[src/rtl/vga_timing_pkg.sv]
`default_nettype none
// +-----------------------------------------------------------------------+
// | vga_timing_pkg : default 640x480@60 raster constants and helpers        |
// | Revision 1.0                                                          |
// +-----------------------------------------------------------------------+
package vga_timing_pkg;

   typedef logic [9:0] coord_t;

   localparam int DEF_H_ACTIVE = 640;
   localparam int DEF_H_FP     = 16;
   localparam int DEF_H_SYNC   = 96;
   localparam int DEF_H_BP     = 48;
   localparam int DEF_V_ACTIVE = 480;
   localparam int DEF_V_FP     = 10;
   localparam int DEF_V_SYNC   = 2;
   localparam int DEF_V_BP     = 33;
   localparam int DEF_FC_W     = 8;
   localparam int MAX_TOTAL    = 1024;

   function automatic int h_total(input int act, input int fp, input int sync, input int bp);
      return act + fp + sync + bp;
   endfunction

   function automatic int v_total(input int act, input int fp, input int sync, input int bp);
      return act + fp + sync + bp;
   endfunction

endpackage
`default_nettype wire

[src/rtl/vga_timing_gen_mod_counter.sv]
`default_nettype none
// +-----------------------------------------------------------------------+
// | mod_counter : modulo-N counter with enable, sync reset and wrap flag   |
// | Revision 1.0                                                          |
// +-----------------------------------------------------------------------+
module mod_counter #(
   parameter int N = 800,
   parameter int W = 10
) (
   input  logic         clk,
   input  logic         rst,
   input  logic         i_en,
   output logic [W-1:0] o_count,
   output logic [W-1:0] o_count_next,
   output logic         o_wrap
);

   localparam logic [W-1:0] c_last = W'(N - 1);

   // o_count_next is exposed so the parent can register decodes in step with the count
   always_comb begin
      o_wrap       = i_en && (o_count == c_last);
      o_count_next = o_count;
      if (i_en)
         o_count_next = o_wrap ? '0 : o_count + W'(1);
   end

   always_ff @(posedge clk) begin
      if (rst)
         o_count <= '0;
      else
         o_count <= o_count_next;
   end

endmodule
`default_nettype wire

[src/rtl/vga_timing_gen.sv]
`default_nettype none
// +-----------------------------------------------------------------------+
// | vga_timing_gen : raster counters, sync/blank decode, frame pulse/count |
// | Revision 1.0                                                          |
// +-----------------------------------------------------------------------+
module vga_timing_gen
   import vga_timing_pkg::*;
#(
   parameter int H_ACTIVE = DEF_H_ACTIVE,
   parameter int H_FP     = DEF_H_FP,
   parameter int H_SYNC   = DEF_H_SYNC,
   parameter int H_BP     = DEF_H_BP,
   parameter int V_ACTIVE = DEF_V_ACTIVE,
   parameter int V_FP     = DEF_V_FP,
   parameter int V_SYNC   = DEF_V_SYNC,
   parameter int V_BP     = DEF_V_BP,
   parameter int FC_W     = DEF_FC_W
) (
   input  logic            Clk,
   input  logic            Reset,
   input  logic            pix_en,
   output logic [9:0]      DrawX,
   output logic [9:0]      DrawY,
   output logic            hs,
   output logic            vs,
   output logic            active_nblank,
   output logic            frame_start,
   output logic [FC_W-1:0] frame_count
);

   localparam int c_h_total = h_total(H_ACTIVE, H_FP, H_SYNC, H_BP);
   localparam int c_v_total = v_total(V_ACTIVE, V_FP, V_SYNC, V_BP);

   // 11-bit bounds so a window ending exactly at 1024 still compares correctly
   localparam logic [10:0] c_hs_start = 11'(H_ACTIVE + H_FP);
   localparam logic [10:0] c_hs_end   = 11'(H_ACTIVE + H_FP + H_SYNC);
   localparam logic [10:0] c_vs_start = 11'(V_ACTIVE + V_FP);
   localparam logic [10:0] c_vs_end   = 11'(V_ACTIVE + V_FP + V_SYNC);
   localparam logic [10:0] c_h_act    = 11'(H_ACTIVE);
   localparam logic [10:0] c_v_act    = 11'(V_ACTIVE);

   generate
      if (c_h_total > MAX_TOTAL || c_v_total > MAX_TOTAL) begin : g_total_check
         $error("vga_timing_gen: H_TOTAL or V_TOTAL exceeds 1024");
      end
   endgenerate

   coord_t w_x_next;
   coord_t w_y_next;
   logic   w_h_wrap;
   logic   w_v_wrap;
   logic   w_v_en;
   logic   w_hs_next;
   logic   w_vs_next;
   logic   w_act_next;

   assign w_v_en = pix_en & w_h_wrap;

   mod_counter #(.N(c_h_total), .W(10)) u_hcnt (
      .clk          (Clk),
      .rst          (Reset),
      .i_en         (pix_en),
      .o_count      (DrawX),
      .o_count_next (w_x_next),
      .o_wrap       (w_h_wrap)
   );

   mod_counter #(.N(c_v_total), .W(10)) u_vcnt (
      .clk          (Clk),
      .rst          (Reset),
      .i_en         (w_v_en),
      .o_count      (DrawY),
      .o_count_next (w_y_next),
      .o_wrap       (w_v_wrap)
   );

   // Decoding the next counts keeps sync/blank aligned with DrawX/DrawY after the edge
   always_comb begin
      w_hs_next  = !(({1'b0, w_x_next} >= c_hs_start) && ({1'b0, w_x_next} < c_hs_end));
      w_vs_next  = !(({1'b0, w_y_next} >= c_vs_start) && ({1'b0, w_y_next} < c_vs_end));
      w_act_next = ({1'b0, w_x_next} < c_h_act) && ({1'b0, w_y_next} < c_v_act);
   end

   always_ff @(posedge Clk) begin
      if (Reset) begin
         hs            <= 1'b1;
         vs            <= 1'b1;
         active_nblank <= 1'b1;
         frame_start   <= 1'b0;
         frame_count   <= '0;
      end else begin
         hs            <= w_hs_next;
         vs            <= w_vs_next;
         active_nblank <= w_act_next;
         frame_start   <= w_v_wrap;
         if (w_v_wrap)
            frame_count <= frame_count + FC_W'(1);
      end
   end

endmodule
`default_nettype wire
[config.mk]
export PLATFORM = sky130hd
export DESIGN_NAME = vga_timing_gen
export DESIGN_NICKNAME = d
export VERILOG_FILES = /design/src/rtl/vga_timing_pkg.sv /design/src/rtl/vga_timing_gen_mod_counter.sv /design/src/rtl/vga_timing_gen.sv
export SDC_FILE = /design/constraint.sdc
export NUM_CORES = 1
export LEC_CHECK = 0
export BUFFER_PORTS_ARGS = -buffer_cell sky130_fd_sc_hd__clkbuf_2
export CELL_PAD_IN_SITES_DETAIL_PLACEMENT = 1
export CELL_PAD_IN_SITES_GLOBAL_PLACEMENT = 1
export CORE_MARGIN = 3
export CORE_UTILIZATION = 35
export DETAILED_ROUTE_END_ITERATION = 16
export PLACE_DENSITY_LB_ADDON = 0.1
export SYNTH_ARGS = -nofsm -noshare
export SYNTH_HDL_FRONTEND = slang
export SYNTH_HIERARCHICAL = 1
export SYNTH_SLANG_ARGS = --single-unit
export TNS_END_PERCENT = 20
[constraint.sdc]
create_clock -name Clk -period 9 [get_ports Clk]
set_input_delay 1.8 -clock Clk [delete_from_list [all_inputs] [get_ports Clk]]
set_output_delay 1.8 -clock Clk [all_outputs]
set_load 0.01 [all_outputs]
## Word level (Yosys, flattened, before mapping)

Cells that the tools add are included.

| storage, ports and cells | value |
|---|---|
| bits in registers | 32 |
| bits of input ports | 3 |
| word-level logic and storage cells | 30 |
| output and inout bits | 32 |

| cells by class | value |
|---|---|
| equal/unequal tests | 2 |
| multiplexer cells | 4 |
| $lt $le $gt $ge | 6 |
| add/sub/neg operators | 3 |
| reductions and logical operators | 7 |
| bitwise gates (word level) | 1 |

Operators by type and width:

| cell | number |
|---|---|
| two-way mux 10 bit | 4 |
| adder 10 x 1 -> 10 bit, second input constant | 2 |
| == test 10 bit, second input constant | 2 |
| < comparator 10 bit, second input constant | 2 |
| < comparator 10 x 9 -> 1 bit, second input constant | 2 |
| greater-or-equal comparator 10 bit, second input constant | 1 |
| greater-or-equal comparator 10 x 9 -> 1 bit, second input constant | 1 |
| adder 8 x 1 -> 8 bit, second input constant | 1 |
| logical AND 1 bit | 5 |
| zero test 1 bit | 2 |
| bitwise AND 1 bit | 1 |

## Depth between registers and ports, before layout

| logic depth | value |
|---|---|
| depth after elaboration | 9 |
| gate-level depth with buffers | 12 |
| gate-level depth less buffers | 10 |

## Hierarchy

The synthesis kept the hierarchy.

Modules (own cells, without submodules):

| module | instances | sequential area each (um^2) | cells each | area each (um^2) |
|---|---|---|---|---|
| mod_counter at u_vcnt | 1 | 200.2 | 70 | 596.8 |
| mod_counter at u_hcnt | 1 | 200.2 | 62 | 515.5 |
| vga_timing_gen | 1 | 240.2 | 55 | 495.5 |

## Worst setup path before layout

No wires, ideal clock.

| timing | value |
|---|---|
| path kind | in2reg |
| from | input port pix_en |
| to | register vs |
| path buffers | 3 |
| setup time | 0.134 ns |
| required time | 8.866 ns |
| stages on the path | 11 |
| slack | 4.866 ns |
| arrival time | 4.000 ns |
| path through | buf_2 nand3_1 nor4_2 buf_2 and2_1 buf_4 nand4_1 or3_1 nand2_1 nand4_1 or4_1 |

| on the way | value |
|---|---|
| longest elaborated chain between the ends | 8 |
| elaborated cells on any way between the ends | 9 |
| those cells by class | 2 x order compare; 2 x mux; 1 x bitwise; 4 x reduce/logical |

RTL lines:

| element | RTL line | text |
|---|---|---|
| from (decl) | vga_timing_gen.sv:21 | `input logic pix_en,` |
| logical AND 1 bit (*) | vga_timing_gen_mod_counter.sv:22 | `o_wrap = i_en && (o_count == c_last);` |
| named net w_h_wrap | vga_timing_gen.sv:50 | `logic w_h_wrap;` |
| bitwise AND 1 bit (*) | vga_timing_gen.sv:57 | `assign w_v_en = pix_en & w_h_wrap;` |
| named net w_v_en | vga_timing_gen.sv:52 | `logic w_v_en;` |
| logical AND 1 bit | vga_timing_gen_mod_counter.sv:22 |  |
| two-way mux 10 bit | vga_timing_gen_mod_counter.sv:25 | `o_count_next = o_wrap ? '0 : o_count + W'(1);` |
| two-way mux 10 bit (*) | vga_timing_gen_mod_counter.sv:24 | `if (i_en)` |
| named net w_y_next[6] | vga_timing_gen.sv:49 | `coord_t w_y_next;` |
| greater-or-equal comparator 10 x 9 -> 1 bit / < comparator 10 x 9 -> 1 bit (equally long branches) | vga_timing_gen.sv:80 | `w_vs_next = !(({1'b0, w_y_next} >= c_vs_start) && ({1'b0, w_y_next} < c_vs_end));` |
| logical AND 1 bit (*) | vga_timing_gen.sv:80 |  |
| zero test 1 bit (*) | vga_timing_gen.sv:80 |  |
| to (signal assigned) | vga_timing_gen.sv:93 | `vs <= w_vs_next;` |
| to (decl) | vga_timing_gen.sv:25 | `output logic vs,` |

Mark *: on every way through the listed nets, which the timed path passes. The rest lies on a longest branch.
A chain may end at the register's enable or synchronous reset.

## Worst setup path after layout

| timing | value |
|---|---|
| from | input port pix_en |
| to | register frame_count[7] |

| on the way | value |
|---|---|
| longest elaborated chain between the ends | 3 |

RTL lines:

| element | RTL line | text |
|---|---|---|
| logical AND 1 bit | vga_timing_gen_mod_counter.sv:22 |  |
| named net w_h_wrap | vga_timing_gen.sv:50 |  |
| bitwise AND 1 bit | vga_timing_gen.sv:57 |  |
| named net w_v_en | vga_timing_gen.sv:52 |  |
| logical AND 1 bit | vga_timing_gen_mod_counter.sv:22 |  |
| named net w_v_wrap | vga_timing_gen.sv:51 | `logic w_v_wrap;` |
| to (signal assigned) | vga_timing_gen.sv:97 | `frame_count <= frame_count + FC_W'(1);` |
| to (decl) | vga_timing_gen.sv:28 | `output logic [FC_W-1:0] frame_count` |

The timed path passes the listed nets, and every way through them passes these cells.

==> Flow_metrics.wiki <==
{| class="wikitable"
! Metric !! Value
|-
| Outcome || complete, no violations
|-
| Layout Skew || about 0.0083 ns
|-
| Number of top-level design ports || 35
|-
| CTS H-tree depth || 2
|-
| Final worst path period share || 0.552
|-
| Routed Wire Length || 3950 um
|-
| GR Overflow Total || 0
|-
| FMAX || 0.201 GHz
|-
| Number of gates resized after cts || 0
|-
| Setup total negative slack || 0 ns
|-
| Detailed-route vias per instance || roughly 5.3
|-
| VDD IR-drop max || approximately 0.000076 V
|-
| Die ar. || 5390 um^2
|-
| Clock insertion delay at the later pin of the skew report || 0.29 ns
|-
| Relative contribution of combinational cells to total power || 0.038
|-
| Sequential cell area || approximately 640 um^2
|-
| Residual antenna-violating net count after detailed routing || 0
|-
| Post-detailed-placement cell area || 1800 um^2
|-
| Mean Syn Cell Area || ~8.7 um^2
|-
| Antenna violations before repair || 0
|-
| Synthesized Nets || 190
|-
| Number of standard-cell rows in the floorplan || 23
|-
| Layout cells sized above 1 || 0.236
|-
| Number of global-route vias before repair || 1457
|-
| Power density over cell area || approximately 140 nW/um^2
|-
| Cells after synthesis || 183
|-
| Final count of negative-setup-slack endpoints || 0
|-
| Largest net degree at the start of global routing || 25
|-
| Number of cells on the worst hold path || 2
|-
| Total number of nets in the final design || around 230
|-
| Most common cell after layout, fill and taps aside || clkbuf_2
|-
| Critical path arrival || slightly above 5 ns
|-
| Non-Filler Cell Area, Final || 1890 um^2
|-
| Number of design-rule violations left by the first detailed-router iteration || 40
|-
| Residual DRC count || 0
|-
| Die width || approximately 73 um
|-
| Largest driver fanout on the critical path || 11
|-
| Worst setup slack before clock tree synthesis || ~3.8 ns
|-
| Footprint of the multi-input gates || 896 um^2
|-
| Clock power share || 0.431
|-
| Wire length of the first global-routing pass || between 6000 and 7000 um
|-
| Worst setup path class || in2reg
|-
| Unrepaired setup endpoints after global routing || false
|-
| Number of antenna diodes || 0
|-
| Total half-perimeter wirelength after legalization and detailed placement || between 2000 and 3000 um
|-
| Maximum buffer depth of the clock tree || 2
|-
| Setup bufs post-CTS || 0
|-
| Aggregate global-route resource usage || 0.163
|-
| Pins over their slew limit || 0
|-
| Worst setup SP type || input port
|-
| Kind of end point of the critical path || register
|-
| Die extent in y || roughly 73 um
|-
| Length in cells of the worst reg-to-reg path || 9
|-
| Measured slew at the worst slew-check pin || between 0.9 and 1 ns
|-
| Routed via count || ~1.4k
|-
| NetSw || between 0.06 and 0.07 mW
|-
| Path type of the worst min-delay path || reg2reg
|-
| Post-route setup slack || about 4.0 ns
|-
| Post-layout min period || between 4 and 5 ns
|-
| Cell-by-cell listing of the critical path || clkbuf_2 > nand3_1 > nor4_2 > and2_1 > nand3_4 > nor3_1 > nand4_2 > or3_1 > a21oi_1
|-
| Clock transition at the registers of the reported paths || approximately 0.070 ns
|-
| CTS tree || built
|-
| Rel. slew slack || 0.369
|-
| Hold Fails Final Rpt || 0
|-
| Number of buffers created by CTS || 5
|-
| Static power due to leakage || between 0.7 and 0.8 nW
|-
| Internal power || 0.207 mW
|-
| Clk sink count || 32
|-
| RePlAce Congestion || just over 0.8
|-
| Starting Density || 0.379
|-
| Share of total power consumed by net switching || 0.235
|-
| Delay of the slowest critical-path stage || approximately 0.83 ns
|-
| Count of max-cap constraint violations || 0
|-
| Slowest cell on crit path || nor4_2
|-
| Top library cells by usage in the layout, fill and taps aside || clkbuf_2, dfxtp_1, nor2_1, nand2_1, nand3_1
|-
| Count of hold buffers inserted by post-cts repair || 0
|-
| Seq pwr share || 0.532
|-
| Worst R2R Setup Slack || between 5 and 6 ns
|-
| Area overhead of the layout relative to synthesis || 18.6%
|-
| Fill cell count || about 530
|-
| Worst Path Required || 9.21 ns
|-
| Routed wire per std cell || between 10 and 15 um
|-
| Buffer cell driving the clock tree root || clkbuf_8
|-
| Post-route core utilization || 0.449
|-
| Total standard cell area after synthesis || approximately 1600 um^2
|-
| Number of I/O port buffers || 34
|-
| Number of warnings issued by yosys || 6
|-
| Area of the core || 4200 um^2
|-
| Count of TritonRoute iterations in the first routing pass || 4
|}
==> path summary, 6_finish.rpt <==
path / from / end
max: pix_en / frame_count[7]
min reg2reg: frame_count[6] / frame_count[6]
max reg2reg: u_hcnt/o_count[0] / frame_count[7]
min: frame_count[6] / frame_count[6]
==> per-layer routing <==
layer  GRT usage  wire, um  up-vias
met5           0         0        -
met4      0.0604        56        0
met3      0.0410       161        8
met2       0.273      1910       27
met1       0.202      1830      680
li1            -         -      718
==> area by class of cell <==
type,instances,share of cell area
multi-input combinational,139,0.474
sequential,32,0.339
timing repair buffer,34,0.0901
clock buffer,6,0.0437
tap,50,0.0331
inverter,7,0.0139
clock inverter,2,0.00530
==> metrics by stage <==
stage	std cells	total power, mW	hold WS, ns
finish	270	0.271	0.511
global route	270	0.284	0.559
CTS	270	0.275	0.514
detailed placement	262	0.157	0.503
global placement	262	0.157	0.476
floorplan	183	0.153	0.502
==> critical path: cells and delay by family <==
kind	cells	cell delay (ns)
buffers and inverters	1	0.17
and+or+nand+nor	7	3.05
AOI/OAI and AO/OA	1	0.16
==> power by group through the flow <==
stage          Clock (mW)  Combinational, mW  Sequential (mW)
6_report            0.117             0.0103            0.144
5_1_grt             0.129             0.0114            0.144
3_3_place_gp            0            0.00989            0.147
4_1_cts             0.121             0.0102            0.144
2_1_floorplan           0            0.00572            0.147
3_5_place_dp            0             0.0103            0.147
==> sequential cells by signal, indices dropped and copies added, names as in the netlist <==
register / count
active_nblank: 1
frame_count: 8
frame_start: 1
hs: 1
u_hcnt/o_count: 10
u_vcnt/o_count: 10
vs: 1
(Power assumes the default switching activity.)
